--- src/rtl/simd_sdiv_seq.sv ---
// Signed element-wise vector DIV/REM sequencer around an unsigned SIMD divider.
// A single external negation unit is time-shared for |a|, |b| and result sign fix-up.
module simd_sdiv_seq #(
  parameter int MIN_WIDTH = 8,
  parameter int MAX_WIDTH = 64,
  parameter int RATIO     = MAX_WIDTH / MIN_WIDTH,
  parameter int SEW_WIDTH = $clog2(RATIO) + 1
) (
  input  logic                 clk,
  input  logic                 rst_n,
  input  logic                 in_valid,
  output logic                 in_ready,
  input  logic                 in_op,
  input  logic [SEW_WIDTH-1:0] in_sew,
  input  logic [MAX_WIDTH-1:0] in_a,
  input  logic [MAX_WIDTH-1:0] in_b,
  output logic [MAX_WIDTH-1:0] neg_opA,
  output logic [SEW_WIDTH-1:0] neg_sew,
  output logic [RATIO-1:0]     neg_change,
  input  logic [MAX_WIDTH-1:0] neg_result,
  output logic                 div_valid,
  input  logic                 div_ready,
  output logic [MAX_WIDTH-1:0] div_a,
  output logic [MAX_WIDTH-1:0] div_b,
  output logic [SEW_WIDTH-1:0] div_sew,
  output logic                 div_rem,
  input  logic                 div_done,
  input  logic [MAX_WIDTH-1:0] div_result,
  output logic                 out_valid,
  input  logic                 out_ready,
  output logic [MAX_WIDTH-1:0] out_data,
  output logic                 out_err
);

  typedef enum logic [2:0] {
    S_IDLE     = 3'd0,
    S_NEG_A    = 3'd1,
    S_NEG_B    = 3'd2,
    S_DIV_REQ  = 3'd3,
    S_DIV_WAIT = 3'd4,
    S_NEG_R    = 3'd5,
    S_OUT      = 3'd6
  } state_t;

  // One bit per chunk that holds the sign bit of an element (top chunk of each element).
  function automatic logic [RATIO-1:0] top_mask(input logic [SEW_WIDTH-1:0] sew);
    logic [RATIO-1:0] m;
    m = '0;
    for (int k = 0; k < SEW_WIDTH; k++) begin
      if (sew[k]) begin
        for (int c = 0; c < RATIO; c++) begin
          if ((c % (RATIO >> k)) == ((RATIO >> k) - 1)) begin
            m[c] = 1'b1;
          end
        end
      end
    end
    return m;
  endfunction

  function automatic logic [RATIO-1:0] sign_mask(input logic [MAX_WIDTH-1:0] v,
                                                 input logic [RATIO-1:0] top);
    logic [RATIO-1:0] m;
    for (int c = 0; c < RATIO; c++) begin
      m[c] = v[c*MIN_WIDTH + MIN_WIDTH - 1] & top[c];
    end
    return m;
  endfunction

  // Flags zero elements, reported at the element's top chunk position.
  function automatic logic [RATIO-1:0] zero_mask(input logic [MAX_WIDTH-1:0] v,
                                                 input logic [SEW_WIDTH-1:0] sew);
    logic [RATIO-1:0] cz;
    logic [RATIO-1:0] m;
    logic             z;
    m = '0;
    for (int c = 0; c < RATIO; c++) begin
      cz[c] = (v[c*MIN_WIDTH +: MIN_WIDTH] == {MIN_WIDTH{1'b0}});
    end
    for (int k = 0; k < SEW_WIDTH; k++) begin
      if (sew[k]) begin
        for (int c = 0; c < RATIO; c++) begin
          if ((c % (RATIO >> k)) == ((RATIO >> k) - 1)) begin
            z = 1'b1;
            for (int j = 0; j < (RATIO >> k); j++) begin
              z = z & cz[c - j];
            end
            m[c] = z;
          end
        end
      end
    end
    return m;
  endfunction

  state_t                 state_q, state_d;
  logic [MAX_WIDTH-1:0]   a_q, a_d, b_q, b_d, res_q, res_d;
  logic [SEW_WIDTH-1:0]   sew_q, sew_d;
  logic                   op_q, op_d, err_q, err_d;
  logic [RATIO-1:0]       ma_q, ma_d, mb_q, mb_d, mr_q, mr_d;

  logic [RATIO-1:0]       acc_top_s, acc_sa_s, acc_sb_s, acc_bz_s;
  logic                   acc_err_s;

  assign acc_top_s = top_mask(in_sew);
  assign acc_sa_s  = sign_mask(in_a, acc_top_s);
  assign acc_sb_s  = sign_mask(in_b, acc_top_s);
  assign acc_bz_s  = zero_mask(in_b, in_sew);
  assign acc_err_s = !$onehot(in_sew);

  // State and operand registers.
  always_ff @(posedge clk or negedge rst_n) begin
    if (!rst_n) begin
      state_q <= S_IDLE;
      a_q     <= '0;
      b_q     <= '0;
      res_q   <= '0;
      sew_q   <= '0;
      op_q    <= 1'b0;
      err_q   <= 1'b0;
      ma_q    <= '0;
      mb_q    <= '0;
      mr_q    <= '0;
    end else begin
      state_q <= state_d;
      a_q     <= a_d;
      b_q     <= b_d;
      res_q   <= res_d;
      sew_q   <= sew_d;
      op_q    <= op_d;
      err_q   <= err_d;
      ma_q    <= ma_d;
      mb_q    <= mb_d;
      mr_q    <= mr_d;
    end
  end

  // Next state and datapath captures; NEG passes with an empty mask are bypassed.
  always_comb begin
    state_d = state_q;
    a_d     = a_q;
    b_d     = b_q;
    res_d   = res_q;
    sew_d   = sew_q;
    op_d    = op_q;
    err_d   = err_q;
    ma_d    = ma_q;
    mb_d    = mb_q;
    mr_d    = mr_q;
    case (state_q)
      S_IDLE: begin
        if (in_valid) begin
          a_d   = in_a;
          b_d   = in_b;
          op_d  = in_op;
          sew_d = in_sew;
          res_d = '0;
          err_d = acc_err_s;
          if (acc_err_s) begin
            ma_d    = '0;
            mb_d    = '0;
            mr_d    = '0;
            state_d = S_OUT;
          end else begin
            ma_d = acc_sa_s;
            mb_d = acc_sb_s;
            mr_d = in_op ? acc_sa_s : ((acc_sa_s ^ acc_sb_s) & ~acc_bz_s);
            if (|acc_sa_s) begin
              state_d = S_NEG_A;
            end else if (|acc_sb_s) begin
              state_d = S_NEG_B;
            end else begin
              state_d = S_DIV_REQ;
            end
          end
        end else begin
          state_d = S_IDLE;
        end
      end
      S_NEG_A: begin
        a_d     = neg_result;
        state_d = (|mb_q) ? S_NEG_B : S_DIV_REQ;
      end
      S_NEG_B: begin
        b_d     = neg_result;
        state_d = S_DIV_REQ;
      end
      S_DIV_REQ: begin
        if (div_ready) begin
          state_d = S_DIV_WAIT;
        end else begin
          state_d = S_DIV_REQ;
        end
      end
      S_DIV_WAIT: begin
        if (div_done) begin
          res_d   = div_result;
          state_d = (|mr_q) ? S_NEG_R : S_OUT;
        end else begin
          state_d = S_DIV_WAIT;
        end
      end
      S_NEG_R: begin
        res_d   = neg_result;
        state_d = S_OUT;
      end
      S_OUT: begin
        if (out_ready) begin
          state_d = S_IDLE;
        end else begin
          state_d = S_OUT;
        end
      end
      default: state_d = S_IDLE;
    endcase
  end

  // Output decode from the state register.
  always_comb begin
    in_ready   = 1'b0;
    neg_opA    = '0;
    neg_sew    = '0;
    neg_change = '0;
    div_valid  = 1'b0;
    div_a      = '0;
    div_b      = '0;
    div_sew    = '0;
    div_rem    = 1'b0;
    out_valid  = 1'b0;
    out_data   = '0;
    out_err    = 1'b0;
    case (state_q)
      S_IDLE: in_ready = 1'b1;
      S_NEG_A: begin
        neg_opA    = a_q;
        neg_sew    = sew_q;
        neg_change = ma_q;
      end
      S_NEG_B: begin
        neg_opA    = b_q;
        neg_sew    = sew_q;
        neg_change = mb_q;
      end
      S_DIV_REQ: begin
        div_valid = 1'b1;
        div_a     = a_q;
        div_b     = b_q;
        div_sew   = sew_q;
        div_rem   = op_q;
      end
      S_NEG_R: begin
        neg_opA    = res_q;
        neg_sew    = sew_q;
        neg_change = mr_q;
      end
      S_OUT: begin
        out_valid = 1'b1;
        out_data  = res_q;
        out_err   = err_q;
      end
      default: in_ready = 1'b0;
    endcase
  end

endmodule

--- config.mk ---
export PLATFORM = sky130hd
export DESIGN_NAME = simd_sdiv_seq
export DESIGN_NICKNAME = d
export VERILOG_FILES = /design/src/rtl/simd_sdiv_seq.sv
export SDC_FILE = /design/constraint.sdc
export NUM_CORES = 1
export LEC_CHECK = 0
export CAP_MARGIN = 20
export CORE_AREA = 2 2 209 211
export CTS_BUF_LIST = sky130_fd_sc_hd__clkbuf_8
export DETAILED_ROUTE_END_ITERATION = 10
export DIE_AREA = 0 0 211 213
export PLACE_DENSITY_LB_ADDON = 0.3
export SKIP_LAST_GASP = 1
export SYNTH_ARGS = -nofsm -noshare
export SYNTH_HDL_FRONTEND = slang
export SYNTH_SLANG_ARGS = --single-unit
export TNS_END_PERCENT = 100
--- constraint.sdc ---
create_clock -name clk -period 2.2 [get_ports clk]
set_clock_uncertainty 0.2 [all_clocks]
set_input_delay 0.44 -clock clk [delete_from_list [all_inputs] [get_ports clk]]
set_output_delay 0.44 -clock clk [all_outputs]
set_load 0.01 [all_outputs]
==> results of run 1 <==
[path summary, 6_finish.rpt]
path,endpoint,cells after the start
setup / recovery,neg_opA[44],8
hold / removal,a_q[29]$_DFFE_PN0P_,2
setup reg to reg,b_q[55]$_DFFE_PN0P_,6
hold reg to reg,op_q$_DFFE_PN0P_,2
max in group asynchronous,a_q[47]$_DFFE_PN0P_,3
min in group clk,a_q[4]$_DFFE_PN0P_,3
[final cells by class]
type,count,area share (%)
tap,546,3.003
timing repair buffer,797,35.62
antenna,5,0.05499
inverter,8,0.1540
sequential,225,24.77
clock buffer,53,3.206
multi-input combinational,1154,32.86
clock inverter,17,0.3245
[cell families after synthesis]
logic type / count (synthesis) / share of synthesized area, %
flip-flops: 225 / 42.93
XOR/XNOR: 4 / 0.2671
buffers and inverters: 139 / 4.541
adder cells (fa/ha/maj): 4 / 0.4389
AND/OR/NAND/NOR: 560 / 21.05
AO/OA/AOI/OAI: 457 / 21.01
multiplexers: 128 / 9.769
[sequential cells by signal, indices dropped and copies added, names as in the netlist]
name and cells:
a_q 64, b_q 64, res_q 64, ma_q 8, mb_q 8, mr_q 8
sew_q 4, state_q 3, err_q 1, op_q 1
[worst register-to-register path, delay by kind of cell, from the launching register on]
kind / cells / cell delay (ps)
simple gates: 1 / 210
compound gates: 1 / 190
flops: 1 / 490
buf+inv: 4 / 1170
[metal layers]
metal / global-route usage, % / vias to the layer above / share of wire, %
li1: - / 6761 / -
met1: 34.79 / 7290 / 40
met2: 48.41 / 739 / 49
met3: 5.104 / 161 / 6.8
met4: 11.17 / 2 / 3.9
met5: 0 / - / 0.016
[timing repair]
action	in CTS	in global routing
resized for setup	918	279
hold buffers	1	0
pin swaps	23	25
endpoints found under the setup margin	424	450
hold endpoints to repair	53	0
gates cloned	24	8
setup buffers	51	16
[cells in the final DEF (no fill, tap or decap), types with 64 or more instances in the layout]
cell type and instances:
a22oi_1 127, and2_1 142, buf_2 81, buf_4 149, buf_6 90, clkdlybuf4s50_1 265, dfrtp_1 223, dlygate4sd2_1 64
mux2i_1 128, nand2_1 247, o21ai_1 189
[power by group]
| group | total [mW] | internal [mW] | switching (mW) | leakage [nW] |
|---|---|---|---|---|
| Combinational | 15.5 | 7.29 | 8.17 | 6.80 |
| Clock | 4.03 | 2.15 | 1.88 | 0.459 |
| Sequential | 7.22 | 5.78 | 1.43 | 2.88 |
| Total | 26.7 | 15.2 | 11.5 | 10.1 |
[metrics by stage]
stage | power, mW | worst slack [ps] | hold slack (ps) | instances | TNS (ps)
after floorplan | 13.31 | -242.2 | -55.59 | 1517 | -4706
after global placement | 20.06 | -931.3 | 246.7 | 2641 | -109140
after detailed placement | 20.34 | -935.2 | 250.6 | 2641 | -111380
after CTS | 26.02 | -627.1 | 216.3 | 2784 | -177030
after global routing | 28.16 | -731.6 | 265.1 | 2804 | -203130
final | 26.71 | -674.8 | 236.4 | 2805 | -174690
==> results.md, run 1 <==
* Most frequent cells after synthesis: 290 x nand2_1, 225 x dfrtp_1, 200 x and2_1, 179 x o21ai_1, 136 x a22oi_1
* Slew headroom at between 60% and 70%
* Syn Nets at 1788
* EDFF count, synth at 0
* Detailed-placement wirelength estimate at 43.87 mm
* Die area at about 0.045 mm²
* Most used DFF post-synth: dfrtp_1
* Share of layout cells above drive strength 1 at 30.57%
* Htree depth at 2
* Reg2reg start: state_q[2]$_DFF_PN0_
* Io pins at 544
* FF+latch area at 0.005635 mm²
* Post-synth top area share at 42.93%
* WP data arrival at between 2000 and 2500 ps
* Cell taking the most area after synthesis: dfrtp_1
* Clk slew on worst S/H paths at roughly 60 ps
* Initial antenna violation count at 7
* DRT Pass-1 Iters at 6
* Critical path startpoint category: register
* CTS Buffer Depth at 3
* Wirelength per Cell at 23.77 µm
* Largest cells by area after synthesis: dfrtp_1 43%, mux2i_1 9.8%, and2_1 9.5%, nand2_1 8.3%, a22oi_1 7.8%
* Yosys cell types at 47
* Flop and latch count out of synthesis at 225
* Buffers added on ports at approximately 540
* CTS Buf Count at 41
* Initial Utilization at 30.72%
* Crit path buffers/inverters at 4
* Setup slack, reg-to-reg at -230 ps
* Register area share after synthesis at 42.93%
* Leakage Power at 10.14 nW
* Core box area at roughly 0.043 mm²
* Tcrit/Tclk final at 130.7%
* Gr usage total at 28.09%
* Initial drt markers at around 1300
* Fillers at 3858
* Max FO, Critical Path at 6
* Post-Route WL at 66.69 mm
* DR vias at 14950
* Crit path required time at roughly 1600 ps
* Hold WC Path Type: primary input to async pin
* Post-layout minimum cycle time at roughly 2900 ps
* CP Cell Sequence: nor2b_4 > buf_12 > and2_4 > buf_6 > buf_16 > nand2_1 > o21ai_0 > buf_2
* First-pass GRT wire length at 95.12 mm
* Synth warn at 0
* Post-DRT Antenna Nets at 0
* Setup-failing EPs final at 434
* Clock sink count at ~230
* Mapped Area at 0.01312 mm²
* Most common cell in the netlist: nand2_1
* CTS tree: yes
* Beginning of the critical path: state_q[1]$_DFF_PN0_
* Violated checks: negative setup slack
* Vias in the first global route at 15170
* Clock Tree Root: clkbuf_8
* Fmax at roughly 0.35 GHz
* Fin nets at 2498
* Max-Cap Viols at 0
* PD cells at 1174 mW/mm²
* Multi-input gate area at 0.007477 mm²
* Clock latency on the worst-skew pair at a little under 600 ps
* Async SR Flop Fraction at 100.0%
* Gate Count Post-Synth at around 1500
* Die height at approximately 210 µm
* PnR worst setup slack at -674.8 ps
* Placement Cell Area at 0.02044 mm²
* Grt ovf at 0
* Worst path top cell family by delay: buffers and inverters
* Max VDD drop at 747.2 µV
* RSZ-0062 raised after global routing: yes
* Die width at between 200 and 250 µm
* Core Util, Final at 53.29%
* Crit. End Element: primary output
* Row count at 76
* Area grow syn2layout at 73.48%
* Fin. max-slew vios at 0
* Max incr delay on CP at 450 ps
* Avg Cell Area, Syn at ~8.6 µm²
* Run status: finished, violations left
* Largest net degree at the start of global routing at 65
* Hold Fails Final Rpt at 0
* Critical path class: register to primary output
* Via-per-instance ratio at 5.331
* Final Cell Area at 0.02275 mm²
* # DRC at 0
* Worst Max-Slew Pin Slew at 591.1 ps
* GPL Wtd Cong at 0.9158
* Slowest CP cell: dfrtp_2
Power figures use the tool's default switching activity.
==> run 2, diff against run 1 <==
Settings changed: ABC_AREA set to 1, CORE_AREA 2 2 209 211 to 2 2 212 214, DIE_AREA 0 0 211 213 to 0 0 214 216.
==> run 2 against run 1 <==
The run still ends with negative setup slack left; sequential share of layout area is 0.57 points lower; utilization shrank 0.17 points; final cell count is 13% higher; die area grew 2.9%; worst setup slack improved by 30 ps; clock-buffer cell count stayed put; via count rose by 12%; first-iteration DRC count increased by 40%; global-route usage shrank 0.39 points; power grew 23%; critical path type unchanged.
==> results.md, run 2 <==
* Die area at 0.04622 mm²
* Via-per-instance ratio at about 5.3
* Die height at 216 µm
* Most frequent cells in the layout: 302 x inv_1, 280 x nor2_1, 266 x clkdlybuf4s50_1, 223 x nand2_1, 223 x dfrtp_1
* Clock Tree Root: clkbuf_8
* Setup WS pre-CTS at -983.7 ps
* Cell taking the most area after synthesis: dfrtp_1
* Most frequent cells after synthesis: 365 x nor2_1, 299 x inv_1, 237 x nand2_1, 225 x dfrtp_1, 113 x o21ai_0
* Largest regs: a_q x64, b_q x64, res_q x64
* Hold Fails Final Rpt at 0
* CTS Buf Count at 42
* Slew headroom at 56.76%
* PD cells at 1411 mW/mm²
* Initial drt markers at 1809
* Clock latency on the worst-skew pair at between 500 and 600 ps
* Run status: finished, violations left
* Hold WC Path Type: primary input to async pin
* Max-Cap Viols at 0
* Critical path startpoint category: register
* Gate Count Post-Synth at 1883
* PnR worst setup slack at -644.3 ps
* Core box area at 0.04384 mm²
* Mapped Area at 0.01346 mm²
* RSZ-0062 raised after global routing: yes
* GPL Wtd Cong at 0.9328
* Tcrit/Tclk final at 129.3%
* Yosys cell types at 28
* Beginning of the critical path: state_q[2]$_DFF_PN0_
* Register area share after synthesis at 41.83%
* Setup-failing EPs final at 367
* Wirelength per Cell at about 23 µm
* First-pass GRT wire length at 99.10 mm
* Async SR Flop Fraction at 100.0%
* Largest net degree at the start of global routing at 65
* Grt ovf at 0
* DR vias at between 15000 and 20000
* Reg2reg start: state_q[2]$_DFF_PN0_
* EDFF count, synth at 0
* CTS tree: yes
* Synth warn at 0
* Post-synth top area share at 41.83%
* Initial antenna violation count at 3
* Clk slew on worst S/H paths at 70 ps
* Max VDD drop at 792.6 µV
* Crit path required time at 1560 ps
* Syn Nets at between 2000 and 2500
* Clock sink count at about 230
* Worst Max-Slew Pin Slew at 648.6 ps
* Placement Cell Area at a little over 0.02 mm²
* Area grow syn2layout at 73.00%
* Fin. max-slew vios at 0
* Flop and latch count out of synthesis at 225
* Detailed-placement wirelength estimate at 43.88 mm
* Post-layout minimum cycle time at 2844 ps
* Largest cells by area after synthesis: dfrtp_1 42%, nor2_1 10%, inv_1 8.3%, nand2_1 6.6%, o221ai_1 4.8%
* Most used DFF post-synth: dfrtp_1
* Row count at 77
* Leakage Power at ~11 nW
* Final hold slack at between 100 and 150 ps
* Setup TNS at -151960 ps
* Violated checks: negative setup slack
* Io pins at 544
* Max FO, Critical Path at 10
* Post-Route WL at 71.24 mm
* Critical path class: register to primary output
* Initial Utilization at 30.70%
* Buffers added on ports at ~540
* # DRC at 0
* Most common cell in the netlist: nor2_1
* WP data arrival at 2200 ps
* Power, Total at between 30 and 40 mW
* Post-DRT Antenna Nets at 0
* Htree depth at 2
* Die width at between 200 and 250 µm
* Crit. End Element: primary output
* Avg Cell Area, Syn at 7.148 µm²
* CTS Buffer Depth at 3
* Final Cell Area at 0.02328 mm²
* Gr usage total at 27.70%
* DRT Pass-1 Iters at 7
* Share of layout cells above drive strength 1 at 26.32%
* Vias in the first global route at 16530
* Fin nets at between 2000 and 3000
* Fmax at 0.3516 GHz
* Commonest non-fill, non-tap cell in the layout: inv_1
[run 2: cell count changes in the layout (fill, tap and decap cells not counted), sizes merged, moves of 106 or more]
cell | previous run | this run
a22oi | 136 | 0
and2 | 201 | 0
inv | 19 | 313
o21ai | 275 | 169
mux2i | 128 | 0
nor2 | 14 | 367
[run 2: cells by family (layout without fill, tap and decap cells)]
group | after synthesis | count (layout) | synth area share, %
other | 0 | 3 | 0
buffers and inverters | 448 | 1130 | 13.45
DFF | 225 | 225 | 41.83
adders and majority gates | 4 | 4 | 0.4277
AOI/OAI and AO/OA | 456 | 456 | 21.63
and+or+nand+nor | 750 | 750 | 22.66
[run 2: critical path: stages (launching register included)]
cell	delay [ps]
dfrtp_4	520
inv_4	90
buf_6	110
nand3_4	110
buf_12	190
buf_12	160
nor2_1	110
dlygate4sd2_1	310
[run 2: final cells by class]
| cell class | instances | area (µm²) |
|---|---|---|
| antenna | 3 | 7.507 |
| clock buffer | 53 | 729.5 |
| clock inverter | 12 | 75.07 |
| fill | 4120 | 20550 |
| inverter | 304 | 1174 |
| multi-input combinational | 1210 | 7168 |
| sequential | 225 | 5635 |
| tap | 592 | 740.7 |
| timing repair buffer | 761 | 7755 |
[run 2: metal layers]
layer	vias up	track usage [%]	share of wire, %
met3	197	6.018	8.4
met5	-	0	0
met4	0	10.02	4.2
met2	974	46.58	47
met1	8056	34.96	40
li1	7522	-	-
[run 2: power by group]
| group | internal (mW) | switching, mW | total (mW) |
|---|---|---|---|
| clock network | 2.25 | 1.88 | 4.12 |
| logic | 8.79 | 12.7 | 21.5 |
| registers | 6.29 | 0.943 | 7.24 |
| total | 17.3 | 15.5 | 32.9 |
[run 2: metrics by stage]
step | utilization (%) | cells
2_1_floorplan | - | 1883
3_3_place_gp | 46.19 | 2980
3_5_place_dp | 46.19 | 2980
4_1_cts | 50.61 | 3108
5_1_grt | 53.12 | 3160
6_report | 53.12 | 3160
[run 2: path summary, 6_finish.rpt]
check / end / slack, ps / depth (start not counted)
setup / recovery: div_b[49] / -640 / 7
hold / removal: res_q[10]$_DFFE_PN0P_ / 110 / 2
setup reg to reg: a_q[15]$_DFFE_PN0P_ / -180 / 10
hold reg to reg: mr_q[7]$_DFFE_PN0P_ / 320 / 2
max in group asynchronous: res_q[38]$_DFFE_PN0P_ / 970 / 4
min in group clk: a_q[16]$_DFFE_PN0P_ / 250 / 3
[run 2: timing repair]
item,4_1_cts,5_1_grt
gates cloned,20,19
hold buffers,1,0
resized for setup,605,665
setup buffers,43,38
pin swaps,7,8
endpoints found under the setup margin,328,458
endpoints found under the hold margin,162,0
==> run 3, diff against run 2 <==
Settings changed: SLEW_MARGIN set to 10.
Clock period 2.2 ns to 3.15 ns, I/O delays scaled along.
==> run 3 against run 2 <==
The run still ends with negative setup slack left; clock-buffer cell count is 1 lower; non-clock buffer count is 123 lower; register-to-register slack better by 610 ps; critical path type unchanged; power fell by 39%; flip-flop and latch count did not move; clock power fell by 26%; die area stayed put; critical endpoint is now neg_opA[61].
==> results.md, run 3 (synthesis gave the netlist of run 2 again) <==
* Run status: finished, violations left
* Violated checks: negative setup slack
* Setup slack, reg-to-reg at 430 ps
* Clock sink count at 225
* Gr usage total at about a quarter
* Row count at 77
* First-pass GRT wire length at 93.76 mm
* Largest regs: a_q x64, b_q x64, res_q x64
* RSZ-0062 raised after global routing: yes
* Post-DRT Antenna Nets at 0
* # DRC at 0
* Hold Crit Depth at 2
* NetSw at 9.248 mW
* WP data arrival at 2440 ps
* PD cells at approximately 950 mW/mm²
* Die area at around 0.046 mm²
* Fmax at about 0.31 GHz
* Wirelength per Cell at 20.69 µm
* Initial drt markers at 1293
* Worst Max-Slew Pin Slew at 905.7 ps
* Clock Tree Root: clkbuf_8
* Leakage Power at 11.35 nW
* Sw Ratio at 46.16%
* Io pins at 544
* CTS tree: yes
* Seq pwr share at roughly 25%
* Worst Setup EP: neg_opA[61]
* Die height at between 200 and 250 µm
* DR vias at 15700
* Crit. End Element: primary output
* Initial antenna violation count at 0
* Hold WC Path Type: register to register
* Reg2reg start: state_q[2]$_DFF_PN0_
* Vias in the first global route at 15880
* Via-per-instance ratio at between 5 and 6
* Worst r2r path cells at 8
* Critical path startpoint category: register
* Max VDD drop at approximately 850 µV
* Clk slew on worst S/H paths at around 60 ps
* Setup WS pre-CTS at -225.8 ps
* Final Cell Area at between 0.02 and 0.025 mm²
* Area grow syn2layout at 57.42%
* DRT Pass-1 Iters at 5
* Beginning of the critical path: state_q[1]$_DFF_PN0_
* Clk pwr share at 15.2%
* Fin. max-slew vios at 0
* Largest net degree at the start of global routing at 84
* Fin nets at 2696
* Setup TNS at -2057 ps
* Internal cell power at between 10 and 15 mW
* CTS Buf Count at 45
* CTS Buffer Depth at 3
* Final hold slack at about 310 ps
* Multi-input gate area at 0.006148 mm²
* GPL Wtd Cong at 0.9174
* Slew headroom at 39.62%
* Initial Utilization at a little under a third
* Max-Cap Viols at 0
* Most frequent cells in the layout: 359 x nor2_1, 318 x clkdlybuf4s50_1, 317 x inv_1, 236 x nand2_1, 223 x dfrtp_1
* Grt ovf at 0
* Detailed-placement wirelength estimate at 42.53 mm
* Setup-failing EPs final at 46
* Fillers at 4350
* Htree depth at 2
* Tcrit/Tclk final at 103.8%
* Clock latency on the worst-skew pair at 610 ps
* Combinational Power Share at 59.9%
* Post-Route WL at about 63 mm
* Die width at 214 µm
* Post-layout minimum cycle time at 3270 ps
* Power, Total at 20.03 mW
* Commonest non-fill, non-tap cell in the layout: nor2_1
* Placement Cell Area at slightly below 0.02 mm²
* Buffers added on ports at 543
* PnR worst setup slack at -119.5 ps
* Core box area at approximately 0.044 mm²
* Reg2reg end: res_q[54]$_DFFE_PN0P_
* Hold Fails Final Rpt at 0
* Max FO, Critical Path at 55
* FF+latch area at 0.005635 mm²
* Critical path class: register to primary output
* Share of layout cells above drive strength 1 at 9.113%
* Crit path required time at 2320 ps
-- run 3: worst min path at each step --
| stage | start | to | slack (ps) |
|---|---|---|---|
| 2_1_floorplan | rst_n | a_q[0]$_DFFE_PN0P_ | 130 |
| 3_3_place_gp | mr_q[1]$_DFFE_PN0P_ | mr_q[1]$_DFFE_PN0P_ | 300 |
| 3_5_place_dp | mr_q[2]$_DFFE_PN0P_ | mr_q[2]$_DFFE_PN0P_ | 300 |
| 4_1_cts | mr_q[2]$_DFFE_PN0P_ | mr_q[2]$_DFFE_PN0P_ | 320 |
| 5_1_grt | res_q[15]$_DFFE_PN0P_ | res_q[15]$_DFFE_PN0P_ | 330 |
| 6_report | mr_q[1]$_DFFE_PN0P_ | mr_q[1]$_DFFE_PN0P_ | 310 |
-- run 3: power by group through the flow --
stage	logic (mW)	clock network, mW	registers (mW)
2_1_floorplan	6.54	0	4.85
4_1_cts	11.8	3.13	4.99
6_report	12.0	3.04	5.00
3_5_place_dp	11.5	0	5.04
3_3_place_gp	11.3	0	4.98
5_1_grt	13.0	3.26	5.15
-- run 3: timing repair --
action                                  CTS  global route
pin swaps                                 1             3
endpoints found under the setup margin  274           163
hold endpoints to repair                 68             0
gates cloned                              7             5
gates resized for setup                 172           172
hold buffers                              1             0
setup buffers                            16            11
-- run 3: per-layer routing --
| metal | GRT usage (%) | part of all wire [%] |
|---|---|---|
| met1 | 32.64 | 40 |
| met2 | 43.71 | 48 |
| met3 | 5.736 | 8.7 |
| met4 | 9.883 | 3.0 |
| met5 | 0 | 0 |
-- run 3: critical path: stages, from the launching register on --
cell             delay (ps)
dfrtp_1                 390
inv_2                   140
nand3_4                 160
buf_12                  200
o221ai_1                280
clkdlybuf4s50_1         580
-- run 3: layout make-up --
type | instances | share of cell area, %
Clock inverter | 28 | 0.8090
Inverter | 304 | 5.439
Sequential cell | 225 | 26.60
Timing Repair Buffer | 638 | 31.25
Clock buffer | 52 | 3.378
Tap cell | 592 | 3.496
Multi-Input combinational cell | 1211 | 29.02
Antenna cell | 1 | 0.01181
-- run 3: metrics by stage --
stage	utilization [%]	instances
detailed placement	44.92	2930
floorplan	-	1883
global route	48.33	3050
global placement	44.92	2930
CTS	47.68	3034
finish	48.33	3051
